==> src/rtl/stopwatch_pkg.sv <==
// Shared types and constants for the BCD stopwatch core.
package stopwatch_pkg;
  typedef enum logic [1:0] {IDLE, RUN, PAUSE} sw_state_t;
  typedef logic [3:0] bcd_t;
  localparam bcd_t BCD_MAX = 4'd9;
  localparam int   DIGITS  = 4;
endpackage

==> src/rtl/bcd_digit_cnt.sv <==
// Single BCD digit counter: wraps at MAX and reports carry on the wrapping increment.
module bcd_digit_cnt
  import stopwatch_pkg::*;
#(
  parameter bcd_t MAX = BCD_MAX
) (
  input  logic clk,
  input  logic rst_n,
  input  logic clr,
  input  logic inc,
  output bcd_t q,
  output logic carry
);

  assign carry = inc & (q == MAX);

  always_ff @(posedge clk or negedge rst_n) begin
    if (!rst_n) begin
      q <= '0;
    end else if (clr) begin
      q <= '0;
    end else if (inc) begin
      q <= (q == MAX) ? '0 : q + 4'd1;
    end
  end

endmodule

==> src/rtl/stopwatch_bcd.sv <==
// Stopwatch core SS.hh: run/pause FSM, ms prescaler, BCD digit chain, sticky wrap flag.
// Optional lap/display hold enabled by defining STOPWATCH_LAP_HOLD_EN.
module stopwatch_bcd
  import stopwatch_pkg::*;
#(
  parameter int TICK_MS      = 10,
  parameter int SEC_TENS_MAX = 5
) (
  input  logic        clk,
  input  logic        rst_n,
  input  logic        ce_1ms,
  input  logic        start_stop,
  input  logic        clear,
  input  logic        lap,
  output logic [15:0] digits,
  output logic        running,
  output logic        ovf
);

  // TICK_MS=1 would give a zero-width prescaler; keep at least one bit.
  localparam int PW = (TICK_MS > 1) ? $clog2(TICK_MS) : 1;
  localparam logic [PW-1:0] PRE_MAX = PW'(TICK_MS - 1);

  sw_state_t         state;
  logic [PW-1:0]     presc;
  logic [DIGITS:0]   inc;
  bcd_t              cnt [DIGITS];
  logic [15:0]       live;

  // Counting uses the state held at this edge, so a start_stop in the same cycle
  // lets a RUN tick through but blocks a tick while leaving PAUSE/IDLE.
  assign inc[0] = (state == RUN) & ce_1ms & ~clear & (presc == PRE_MAX);
  assign live   = {cnt[3], cnt[2], cnt[1], cnt[0]};

  always_ff @(posedge clk or negedge rst_n) begin
    if (!rst_n) begin
      state   <= IDLE;
      running <= 1'b0;
    end else if (clear) begin
      state   <= IDLE;
      running <= 1'b0;
    end else if (start_stop) begin
      case (state)
        RUN: begin
          state   <= PAUSE;
          running <= 1'b0;
        end
        default: begin
          state   <= RUN;
          running <= 1'b1;
        end
      endcase
    end
  end

  always_ff @(posedge clk or negedge rst_n) begin
    if (!rst_n) begin
      presc <= '0;
    end else if (clear) begin
      presc <= '0;
    end else if ((state == RUN) && ce_1ms) begin
      presc <= (presc == PRE_MAX) ? '0 : presc + 1'b1;
    end
  end

  for (genvar i = 0; i < DIGITS; i++) begin : g_digit
    bcd_digit_cnt #(
      .MAX((i == DIGITS - 1) ? bcd_t'(SEC_TENS_MAX) : BCD_MAX)
    ) u_digit (
      .clk  (clk),
      .rst_n(rst_n),
      .clr  (clear),
      .inc  (inc[i]),
      .q    (cnt[i]),
      .carry(inc[i+1])
    );
  end

  always_ff @(posedge clk or negedge rst_n) begin
    if (!rst_n) begin
      ovf <= 1'b0;
    end else if (clear) begin
      ovf <= 1'b0;
    end else if (inc[DIGITS]) begin
      ovf <= 1'b1;
    end
  end

`ifdef STOPWATCH_LAP_HOLD_EN
  logic        hold;
  logic [15:0] disp;

  always_ff @(posedge clk or negedge rst_n) begin
    if (!rst_n) begin
      hold <= 1'b0;
    end else if (clear) begin
      hold <= 1'b0;
    end else if (lap && (state != IDLE)) begin
      hold <= ~hold;
    end
  end

  // Snapshot taken on the lap pulse that turns hold on.
  always_ff @(posedge clk) begin
    if (!clear && lap && (state != IDLE) && !hold) begin
      disp <= live;
    end
  end

  assign digits = hold ? disp : live;
`else
  logic unused_lap;
  assign unused_lap = lap;
  assign digits     = live;
`endif

endmodule
==> config.mk <==
export PLATFORM = sky130hd
export DESIGN_NAME = stopwatch_bcd
export DESIGN_NICKNAME = d
export VERILOG_FILES = /design/src/rtl/stopwatch_pkg.sv /design/src/rtl/bcd_digit_cnt.sv /design/src/rtl/stopwatch_bcd.sv
export SDC_FILE = /design/constraint.sdc
export NUM_CORES = 1
export LEC_CHECK = 0
export ABC_CLOCK_PERIOD_IN_PS = 4100
export BUFFER_PORTS_ARGS = -buffer_cell sky130_fd_sc_hd__buf_4
export CAP_MARGIN = 5
export CELL_PAD_IN_SITES_DETAIL_PLACEMENT = 0
export CELL_PAD_IN_SITES_GLOBAL_PLACEMENT = 1
export CORE_UTILIZATION = 44
export CTS_CLUSTER_DIAMETER = 50
export DETAILED_ROUTE_END_ITERATION = 12
export PLACE_DENSITY = 0.83
export REMOVE_ABC_BUFFERS = 1
export SYNTH_ARGS = -nofsm -noshare
export SYNTH_HDL_FRONTEND = slang
export SYNTH_SLANG_ARGS = --single-unit
==> constraint.sdc <==
create_clock -name clk -period 4.1 [get_ports clk]
set_input_delay 0.41 -clock clk [delete_from_list [all_inputs] [get_ports clk]]
set_output_delay 0.41 -clock clk [all_outputs]
set_load 0.05 [all_outputs]
==> impl_summary.log, run 1 <==
[metrics] Worst EP required: 4.33 ns
[metrics] number of flip-flops and latches in the synthesized netlist: 23
[metrics] post-layout net count: 171
[metrics] post-route clock period utilization: 0.482
[metrics] vias in the first global route: 967
[metrics] power density cells: 236 nW/µm²
[metrics] kind of start point of the critical path: register
[metrics] Final Skew: 0.00489 ns
[metrics] worst path bufs/invs: 1
[metrics] GRT Resource Usage Total: 0.166
[metrics] Post-Synth XOR/XNOR Area: 0.0200
[metrics] category of the critical setup timing path: register to register
[metrics] data arrival time at the worst-slack endpoint: 2.21 ns
[metrics] Chip Height: 56.7 µm
[metrics] floorplan die width: 56.7 µm
[metrics] Warnings, synthesis: 0
[metrics] pin count of the biggest net entering global routing: 24
[metrics] dpl hpwl: 1.81 mm
[metrics] total DRC errors in the routed layout: 2
[metrics] type of the tightest min-delay check: input port to register
[metrics] CTS root buf: clkbuf_4
[metrics] global-route wire length before repair: 4.19 mm
[metrics] largest fanout on the critical path: 11
[metrics] instance area after placement: 1480 µm²
[metrics] Synth-to-Final Area Change: 15.3%
[metrics] Crit path largest cell delay: 0.54 ns
[metrics] Max Slew Vio Count: 0
[metrics] cell chain of the critical path: inv_1 -> ha_1 -> and3b_1 -> nand4_4 -> or4_1 -> a21oi_1
[metrics] setup TNS: 0 ns
[metrics] switch share: 0.232
[metrics] clock tree from TritonCTS: built
[metrics] net switching component of the power: 0.0830 mW
[metrics] Std-Cell Rows: 19
[metrics] worst-skew pair later-pin latency: 0.30 ns
[metrics] complex-gate fraction of the synthesized area: 0.136
[metrics] Peak VDD IR: 0.145 mV
[metrics] prevailing post-synth register cell: dfrtp_1
[metrics] count of flip-flops with a built-in enable after synthesis: 0
[metrics] Port Buf Inserts: 22
[metrics] top library cells by usage in the layout, fill and taps aside: dfrtp_1, buf_4, o21ai_0, a21oi_1, nand2_1
[metrics] # clock sinks: 23
[metrics] post-layout instance area: 1520 µm²
[metrics] Avg Vias per Cell: 5.60
[metrics] routability-driven placement congestion ratio: 0.713
[metrics] Initial DRT Pass Iterations: 8
[metrics] total leakage power: 0.697 nW
[metrics] part of the power in the clock network: 0.287
[metrics] Longest Clk Path Bufs: 2
[metrics] share of synthesized area spent on multiplexers: 0.0152
[metrics] outcome: finished with violations
[metrics] violated checks: DRC
[metrics] TritonCTS Buffers: 3
[metrics] ratio of cells with drive above 1 in the final layout: 0.173
[metrics] gate count of the mapped netlist: 135
[metrics] Via Count: 1,047
[metrics] count of inserted antenna diode cells: 0
[metrics] library cell contributing the largest single delay on the critical path: or4_1
[metrics] floorplan core area: 2810 µm²
[metrics] WL per Instance: 13.0 µm
[metrics] Die Outline Area: 3210 µm²
[metrics] pin slew with the least headroom to its limit: 0.412 ns
[metrics] max cap viols: 0
[metrics] proportion of power drawn by combinational gates: 0.067
[metrics] async set-or-reset flop fraction in the synthesized netlist: 1.00
[metrics] initial antenna violation count: 0
[metrics] drt initial violations: 32
[metrics] io pins: 24
[metrics] Remaining Overflow, GRT: 0
[metrics] Fmax achieved: 506 MHz
[metrics] Fillers: 265
[metrics] synthesized-area fraction occupied by adder cells: 0.0761
[metrics] Setup violations, final: 0
[metrics] sequential group share of total power: 0.646
[metrics] headroom to the max-slew limit: 0.725
[metrics] area fraction in and, or, nand and nor cells after synthesis: 0.268
[metrics] largest family of logic cells by synthesized area: simple AND/OR/NAND/NOR gates
[metrics] commonest non-fill, non-tap cell in the layout: dfrtp_1
[metrics] Total Wirelength: 2.44 mm
[metrics] initial core utilization: 0.469
[metrics] kind of capture point of the worst setup path: register
[metrics] H-tree depth reported by CTS: 1
[metrics] clock slew at reported path FFs: 0.12 ns
[metrics] Syn Std Cell Area: 1320 µm²
[metrics] post-route antenna net violation count: 0
[metrics] RSZ-0062 raised after global routing: no
[metrics] count of different cell masters after synthesis: 36
[metrics] fraction of the yosys area taken by sequential cells: 0.438
[metrics] synthesized area per cell: 9.74 µm²
[metrics] Final Hold Violating Endpoints: 0
[metrics] internal power: 0.275 mW
[metrics] Crit path max-delay family: simple AND/OR/NAND/NOR gates
[metrics] clock period minus worst slack: 1.97 ns
state kept, by name (all words and copies together), names as in the netlist:
name and count:
g_digit.u_digit.q 16, state 2, ovf 1, presc 4
cells in the mapped netlist, drive strengths merged, types with 4 or more instances:
library cell	number	area, µm²
a21oi	12	60.1
and3b	4	35.0
nor2	6	22.5
ha	8	100
o21ai	12	60.1
dfrtp	23	576
inv	6	22.5
nand2	9	33.8
nand3	5	25.0
buf	4	31.3
or3	5	31.3
power by group through the flow:
stage	Combinational [mW]	Sequential, mW	Clock (mW)
floorplan	0.00741	0.238	0
CTS	0.0248	0.231	0.109
finish	0.0241	0.231	0.103
global route	0.0278	0.232	0.116
global placement	0.0237	0.236	0
detailed placement	0.0240	0.236	0
path summary, 6_finish.rpt:
path / slack, ns / cells after the start / from / to
max in group asynchronous: 3.35 / 2 / rst_n / presc[3]
worst max-delay path: 2.13 / 6 / presc[1] / g_digit[3].u_digit.q[1]
worst min-delay path: 0.30 / 2 / start_stop / state[0]
min in group asynchronous: 0.52 / 2 / rst_n / g_digit[1].u_digit.q[0]
worst max register to register: 2.13 / 6 / presc[1] / g_digit[3].u_digit.q[1]
worst min register to register: 0.52 / 2 / ovf / ovf
per-layer routing:
layer | share of wire | GRT usage | wire length, µm
met1 | 0.46 | 0.210 | 1120
met4 | 0.0066 | 0.0643 | 16
met2 | 0.50 | 0.286 | 1230
met5 | 0 | 0 | 0
met3 | 0.030 | 0.0230 | 73
metrics by stage:
stage | setup WS (ns) | cells | utilization | power [mW] | hold slack [ns]
5_1_grt | 1.94 | 187 | 0.541 | 0.375 | 0.293
3_5_place_dp | 2.01 | 182 | 0.528 | 0.260 | 0.323
6_report | 2.13 | 187 | 0.541 | 0.358 | 0.297
3_3_place_gp | 2.04 | 182 | 0.528 | 0.259 | 0.324
2_1_floorplan | 2.05 | 129 | - | 0.245 | 0.114
4_1_cts | 2.10 | 187 | 0.541 | 0.365 | 0.281
what timing repair did:
action | in CTS | in global routing
hold buffers | 1 | 0
endpoints found under the hold margin | 23 | 0
buffers inserted | 0 | 0
resized for setup | 0 | 0
cell type report:
cell class                      instances  area (µm²)  share of cell area
Sequential cell                        23         576               0.380
Inverter                                6        22.5              0.0149
Tap cell                               31        38.8              0.0256
Multi-Input combinational cell        100         678               0.447
Clock buffer                            4        26.3              0.0173
Timing Repair Buffer                   23         175               0.116
cells by family (layout without fill, tap and decap cells):
family / after synthesis / count (layout)
AND/OR/NAND/NOR: 55 / 55
AO/OA/AOI/OAI: 32 / 32
flip-flops: 23 / 23
XOR/XNOR: 3 / 3
multiplexers: 2 / 2
adder cells (fa/ha/maj): 8 / 8
buffers and inverters: 12 / 33
(Power assumes the default switching activity.)
==> run 2, diff against run 1 <==
- ABC_CLOCK_PERIOD_IN_PS: 4100 -> 2000
- CORE_UTILIZATION: 44 -> 41
- PLACE_DENSITY: 0.83 -> 0.78
- clock period: 4.1 -> 2 ns (I/O delays scaled with it)
==> run 2 against run 1 <==
Non-clock buffer count is 6 higher. Power is 110% higher. Clock skew is 0.0012 ns higher. Cell count is 10% higher. Global-route usage is 0.54 points higher. Sequential share of layout area is 1.5 points lower. First-iteration DRC count is 16% higher. Critical path depth stayed put. Sequential power is 110% higher. The run now ends clean. Maximum frequency is 4.9% higher. Critical path type unchanged.
==> impl_summary.log, run 2 (synthesis gave the netlist of run 1 again) <==
[metrics] post-route antenna net violation count: 0
[metrics] kind of capture point of the worst setup path: register
[metrics] top flop regs: g_digit.u_digit.q x16, presc x4, state x2
[metrics] Setup violations, final: 0
[metrics] initial core utilization: 0.431
[metrics] total DRC errors in the routed layout: 0
[metrics] pin slew with the least headroom to its limit: 0.421 ns
[metrics] Worst Setup SP: g_digit[0].u_digit.q[1]
[metrics] Crit path largest cell delay: 0.53 ns
[metrics] beginning of the worst register-to-register path: g_digit[0].u_digit.q[1]
[metrics] dpl hpwl: 1.90 mm
[metrics] termination of the worst setup path: g_digit[3].u_digit.q[1]
[metrics] Worst EP required: 2.24 ns
[metrics] initial antenna violation count: 0
[metrics] net switching component of the power: 0.178 mW
[metrics] vias in the first global route: 1,015
[metrics] Final Skew: 0.00613 ns
[metrics] count of inserted antenna diode cells: 0
[metrics] Initial DRT Pass Iterations: 4
[metrics] largest fanout on the critical path: 11
[metrics] io pins: 24
[metrics] max cap viols: 0
[metrics] power density cells: 472 nW/µm²
[metrics] RSZ-0062 raised after global routing: no
[metrics] Synth-to-Final Area Change: 20.1%
[metrics] register ranked first by flip-flop count: g_digit.u_digit.q
[metrics] Fmax achieved: 531 MHz
[metrics] Total Wirelength: 2.73 mm
[metrics] capture instance of the worst register-to-register path: g_digit[3].u_digit.q[1]
[metrics] number of cells on the critical path: 6
[metrics] cell chain of the critical path: inv_1 -> ha_1 -> and4b_2 -> nand4_4 -> or4_1 -> a21oi_1
[metrics] Placed Cells incl. Taps: 200
[metrics] ratio of cells with drive above 1 in the final layout: 0.210
[metrics] post-layout instance area: 1580 µm²
[metrics] global-route wire length before repair: 4.47 mm
[metrics] switch share: 0.240
[metrics] commonest non-fill, non-tap cell in the layout: buf_4
[metrics] Avg Vias per Cell: 5.32
[metrics] Crit path max-delay family: simple AND/OR/NAND/NOR gates
[metrics] part of the power in the clock network: 0.292
[metrics] type of the tightest min-delay check: input port to register
[metrics] CTS root buf: clkbuf_4
[metrics] worst path bufs/invs: 1
[metrics] Final Hold Violating Endpoints: 0
[metrics] total leakage power: 0.728 nW
[metrics] # clock sinks: 23
[metrics] data arrival time at the worst-slack endpoint: 2.12 ns
[metrics] number of flip-flops under the largest register name: 16
[metrics] worst-skew pair later-pin latency: 0.31 ns
[metrics] post-route clock period utilization: 0.941
[metrics] floorplan core area: 3050 µm²
[metrics] minimum setup slack among reg-to-reg paths: 0.12 ns
[metrics] Chip Height: 58.6 µm
[metrics] proportion of power drawn by combinational gates: 0.071
[metrics] routability-driven placement congestion ratio: 0.780
[metrics] instance area after placement: 1530 µm²
[metrics] pin count of the biggest net entering global routing: 24
[metrics] Fillers: 293
[metrics] GRT Resource Usage Total: 0.172
[metrics] Die Outline Area: 3440 µm²
[metrics] Port Buf Inserts: 22
[metrics] Longest Clk Path Bufs: 2
[metrics] floorplan die width: 58.6 µm
[metrics] Via Count: 1,096
[metrics] Max Slew Vio Count: 0
[metrics] post-layout net count: 177
[metrics] clock tree from TritonCTS: built
[metrics] top library cells by usage in the layout, fill and taps aside: buf_4, dfrtp_1, o21ai_0, a21oi_1, nand2_1
[metrics] kind of start point of the critical path: register
[metrics] sequential group share of total power: 0.637
[metrics] clock slew at reported path FFs: 0.13 ns
[metrics] WL per Instance: 13.2 µm
[metrics] H-tree depth reported by CTS: 1
[metrics] clock period minus worst slack: 1.88 ns
[metrics] worst hold margin: 0.0800 ns
[metrics] Remaining Overflow, GRT: 0
[metrics] Worst R2R Path Depth: 6
[metrics] category of the critical setup timing path: register to register
[metrics] TritonCTS Buffers: 3
[metrics] Peak VDD IR: 0.217 mV
[metrics] internal power: 0.566 mW
[metrics] hold path start: start_stop
[metrics] number of cells in the finished layout apart from fillers: 206
[metrics] headroom to the max-slew limit: 0.719
[metrics] drt initial violations: 37
[metrics] outcome: complete, no violations
[metrics] Std-Cell Rows: 20
[metrics] library cell contributing the largest single delay on the critical path: or4_1
-- run 2: cell types whose count changed in the layout (fill, tap and decap cells not counted) --
cell | previous run | this run
buf_4 | 22 | 28
and4b_1 | 1 | 0
and4b_2 | 0 | 1
-- run 2: worst min-delay path by stage --
stage | to | slack, ns | cells after the start
floorplan | g_digit[0].u_digit.q[0] | -0.1 | 0
global placement | g_digit[1].u_digit.q[0] | 0.12 | 1
detailed placement | g_digit[1].u_digit.q[0] | 0.11 | 1
CTS | state[0] | 0.07 | 2
global route | state[0] | 0.07 | 2
finish | state[0] | 0.08 | 2
-- run 2: power by group through the flow --
stage	Sequential (mW)	Clock, mW	Combinational (mW)
after floorplan	0.488	0	0.0152
after global placement	0.483	0	0.0519
after detailed placement	0.483	0	0.0525
after CTS	0.474	0.232	0.0540
after global routing	0.476	0.248	0.0591
final	0.475	0.217	0.0529
-- run 2: worst reg2reg max path: cells and delay by family, from the launching register on --
family	cells	cell delay [ns]
simple gates	3	0.99
fa+ha+maj	1	0.17
flops	1	0.43
compound gates	1	0.16
buf+inv	1	0.07
-- run 2: cell type report --
| type | instances | area, µm² | area share |
|---|---|---|---|
| tap | 44 | 55.1 | 0.0349 |
| multi-input combinational | 100 | 679 | 0.430 |
| sequential | 23 | 576 | 0.365 |
| inverter | 6 | 22.5 | 0.0143 |
| timing repair buffer | 29 | 220 | 0.139 |
| clock buffer | 4 | 26.3 | 0.0166 |
-- run 2: timing repair --
item | CTS | global route
setup endpoints to repair | 0 | 2
hold endpoints to repair | 23 | 0
buffers inserted | 0 | 1
hold buffers | 1 | 0
gates resized for setup | 0 | 1
-- run 2: routing by layer --
layer  share of wire  routed length (µm)  up-vias  track usage
li1                -                   -      543            -
met1            0.48                1310      534        0.218
met2            0.49                1330       17        0.284
met3           0.025                  68        2       0.0264
met4          0.0062                  17        0       0.0884
met5               0                   0        -            0
-- run 2: per-stage QoR --
| step | util | total power [mW] | TNS [ns] | setup slack, ns |
|---|---|---|---|---|
| after floorplan | - | 0.503 | -0.129 | -0.0540 |
| after detailed placement | 0.502 | 0.536 | 0 | 0.121 |
| after global routing | 0.517 | 0.782 | 0 | 0.0145 |
| after global placement | 0.502 | 0.535 | 0 | 0.185 |
| final | 0.517 | 0.745 | 0 | 0.118 |
| after CTS | 0.514 | 0.760 | 0 | 0.0883 |
==> run 3, diff against run 2 <==
- ABC_CLOCK_PERIOD_IN_PS: 2000 -> 1500
- CORE_UTILIZATION: 41 -> 37
- PLACE_DENSITY: 0.78 -> 0.74
- clock period: 2 -> 1.5 ns (I/O delays scaled with it)
==> run 3 against run 2 <==
The run now ends with setup timing left. Register-to-register slack lost 0.37 ns. Worst setup slack lost 0.37 ns. Non-clock buffer count increased by 35. Maximum frequency up 7.5%. Clock-buffer cell count unchanged. Die area rose by 10%. Flip-flop and latch count unchanged. Sequential power is 32% higher. Sequential share of layout area down 7.3 points. Via count is 11% higher. Design area grew 25%. Critical path type unchanged. Largest cell class unchanged. Highest routed layer unchanged.
==> impl_summary.log, run 3 (synthesis gave the netlist of run 1 again) <==
[metrics] outcome: finished with violations
[metrics] violated checks: setup timing
[metrics] commonest non-fill, non-tap cell in the layout: buf_4
[metrics] power density cells: 515 nW/µm²
[metrics] Final Hold Violating Endpoints: 0
[metrics] pin count of the biggest net entering global routing: 24
[metrics] Via Count: 1,222
[metrics] Fillers: 314
[metrics] data arrival time at the worst-slack endpoint: 2.00 ns
[metrics] WL per Instance: 13.7 µm
[metrics] floorplan core area: 3360 µm²
[metrics] kind of start point of the critical path: register
[metrics] total DRC errors in the routed layout: 0
[metrics] worst hold margin: 0.0199 ns
[metrics] routability-driven placement congestion ratio: 0.818
[metrics] worst-skew pair later-pin latency: 0.31 ns
[metrics] post-placement setup slack: -0.232 ns
[metrics] largest fanout on the critical path: 5
[metrics] # clock sinks: 23
[metrics] number of cells in the finished layout apart from fillers: 243
[metrics] Fmax achieved: 571 MHz
[metrics] headroom to the max-slew limit: 0.791
[metrics] Remaining Overflow, GRT: 0
[metrics] clock slew at reported path FFs: 0.14 ns
[metrics] Final Util: 0.587
[metrics] Initial DRT Pass Iterations: 4
[metrics] Final Skew: 0.00814 ns
[metrics] top flop regs: g_digit.u_digit.q x16, presc x4, state x2
[metrics] Die Outline Area: 3800 µm²
[metrics] Total Wirelength: 3.33 mm
[metrics] Chip Height: 61.6 µm
[metrics] ratio of cells with drive above 1 in the final layout: 0.457
[metrics] Avg Vias per Cell: 5.03
[metrics] Peak VDD IR: 0.246 mV
[metrics] initial core utilization: 0.391
[metrics] clock period minus worst slack: 1.75 ns
[metrics] RSZ-0062 raised after global routing: yes
[metrics] TritonCTS Buffers: 3
[metrics] CTS root buf: clkbuf_4
[metrics] floorplan die width: 61.6 µm
[metrics] footprint of the multi-input gates: 791 µm²
[metrics] type of the tightest min-delay check: input port to register
[metrics] vias in the first global route: 1,192
[metrics] Longest Clk Path Bufs: 2
[metrics] category of the critical setup timing path: register to register
[metrics] GRT Resource Usage Total: 0.186
[metrics] post-route antenna net violation count: 0
[metrics] kind of capture point of the worst setup path: register
[metrics] clock tree from TritonCTS: built
[metrics] Synth-to-Final Area Change: 50.1%
[metrics] pin slew with the least headroom to its limit: 0.313 ns
[metrics] post-layout net count: 212
[metrics] H-tree depth reported by CTS: 1
[metrics] Port Buf Inserts: 22
[metrics] post-route clock period utilization: 1.17
[metrics] Setup violations, final: 15
[metrics] total leakage power: 0.919 nW
[metrics] count of inserted antenna diode cells: 0
[metrics] max cap viols: 0
[metrics] number of flip-flops under the largest register name: 16
[metrics] drt initial violations: 54
[metrics] Final Worst Setup Slack: -0.251 ns
[metrics] Std-Cell Rows: 21
[metrics] dpl hpwl: 2.32 mm
[metrics] initial antenna violation count: 0
[metrics] io pins: 24
[metrics] Worst EP required: 1.74 ns
[metrics] Placed Cells incl. Taps: 232
[metrics] footprint of the flip-flops and latches: 576 µm²
[metrics] top library cells by usage in the layout, fill and taps aside: buf_4, dfrtp_1, o21ai_0, nand2_1
[metrics] Max Slew Vio Count: 0
[metrics] register ranked first by flip-flop count: g_digit.u_digit.q
[metrics] global-route wire length before repair: 5.11 mm
[run 3: changes by cell type in the layout (fill, tap and decap cells not counted), sizes merged]
cell  previous run  this run
buf             28        63
[run 3: final timing paths]
| path | start | endpoint | slack (ns) | cells past startpoint |
|---|---|---|---|---|
| setup / recovery | g_digit[0].u_digit.q[1] | g_digit[3].u_digit.q[0] | -0.25 | 6 |
| hold / removal | start_stop | state[0] | 0.02 | 2 |
| setup reg to reg | g_digit[0].u_digit.q[1] | g_digit[3].u_digit.q[0] | -0.25 | 6 |
| hold reg to reg | ovf | ovf | 0.52 | 2 |
| max in group asynchronous | rst_n | g_digit[3].u_digit.q[2] | 1.00 | 2 |
| min in group asynchronous | rst_n | g_digit[3].u_digit.q[3] | 0.26 | 2 |
[run 3: power by group]
group / total [mW] / internal, mW / switching (mW) / leakage (nW)
Clock: 0.300 / 0.104 / 0.196 / 0.0150
Combinational: 0.0895 / 0.0349 / 0.0545 / 0.585
Sequential: 0.628 / 0.626 / 0.00275 / 0.319
[run 3: per-stage QoR]
step	total power, mW	instance area, µm²	setup TNS, ns
detailed placement	0.726	1760	-1.89
floorplan	0.671	1280	-4.60
finish	1.02	1970	-2.28
CTS	1.03	1860	-1.42
global route	1.07	1970	-3.53
global placement	0.723	1760	-1.48
[run 3: timing repair]
item / CTS / global route
gates cloned: 0 / 0
hold buffers: 1 / 0
endpoints found under the setup margin: 16 / 17
gates resized for setup: 17 / 18
setup buffers: 2 / 4
endpoints found under the hold margin: 23 / 0
pin swaps: 16 / 10
[run 3: worst max-delay path, stage by stage, from the launching register on]
cell and delay (ns):
dfrtp_1 0.41, inv_1 0.06, ha_2 0.17, and4b_2 0.27, nand4_4 0.11, or4_1 0.53
a21oi_1 0.13
[run 3: cell type report]
type / count / area share
multi-input cells: 100 / 0.401
well taps: 46 / 0.0292
flip-flops and latches: 23 / 0.292
clock buffers: 4 / 0.0133
repair buffers: 64 / 0.254
inverters: 6 / 0.0114
[run 3: layer usage]
layer / GRT usage / vias up / wire, µm / part of all wire
met5: 0 / - / 0 / 0
met4: 0.0794 / 0 / 27 / 0.0081
met3: 0.0252 / 4 / 81 / 0.024
met2: 0.335 / 18 / 1780 / 0.53
met1: 0.221 / 588 / 1450 / 0.43
li1: - / 612 / - / -
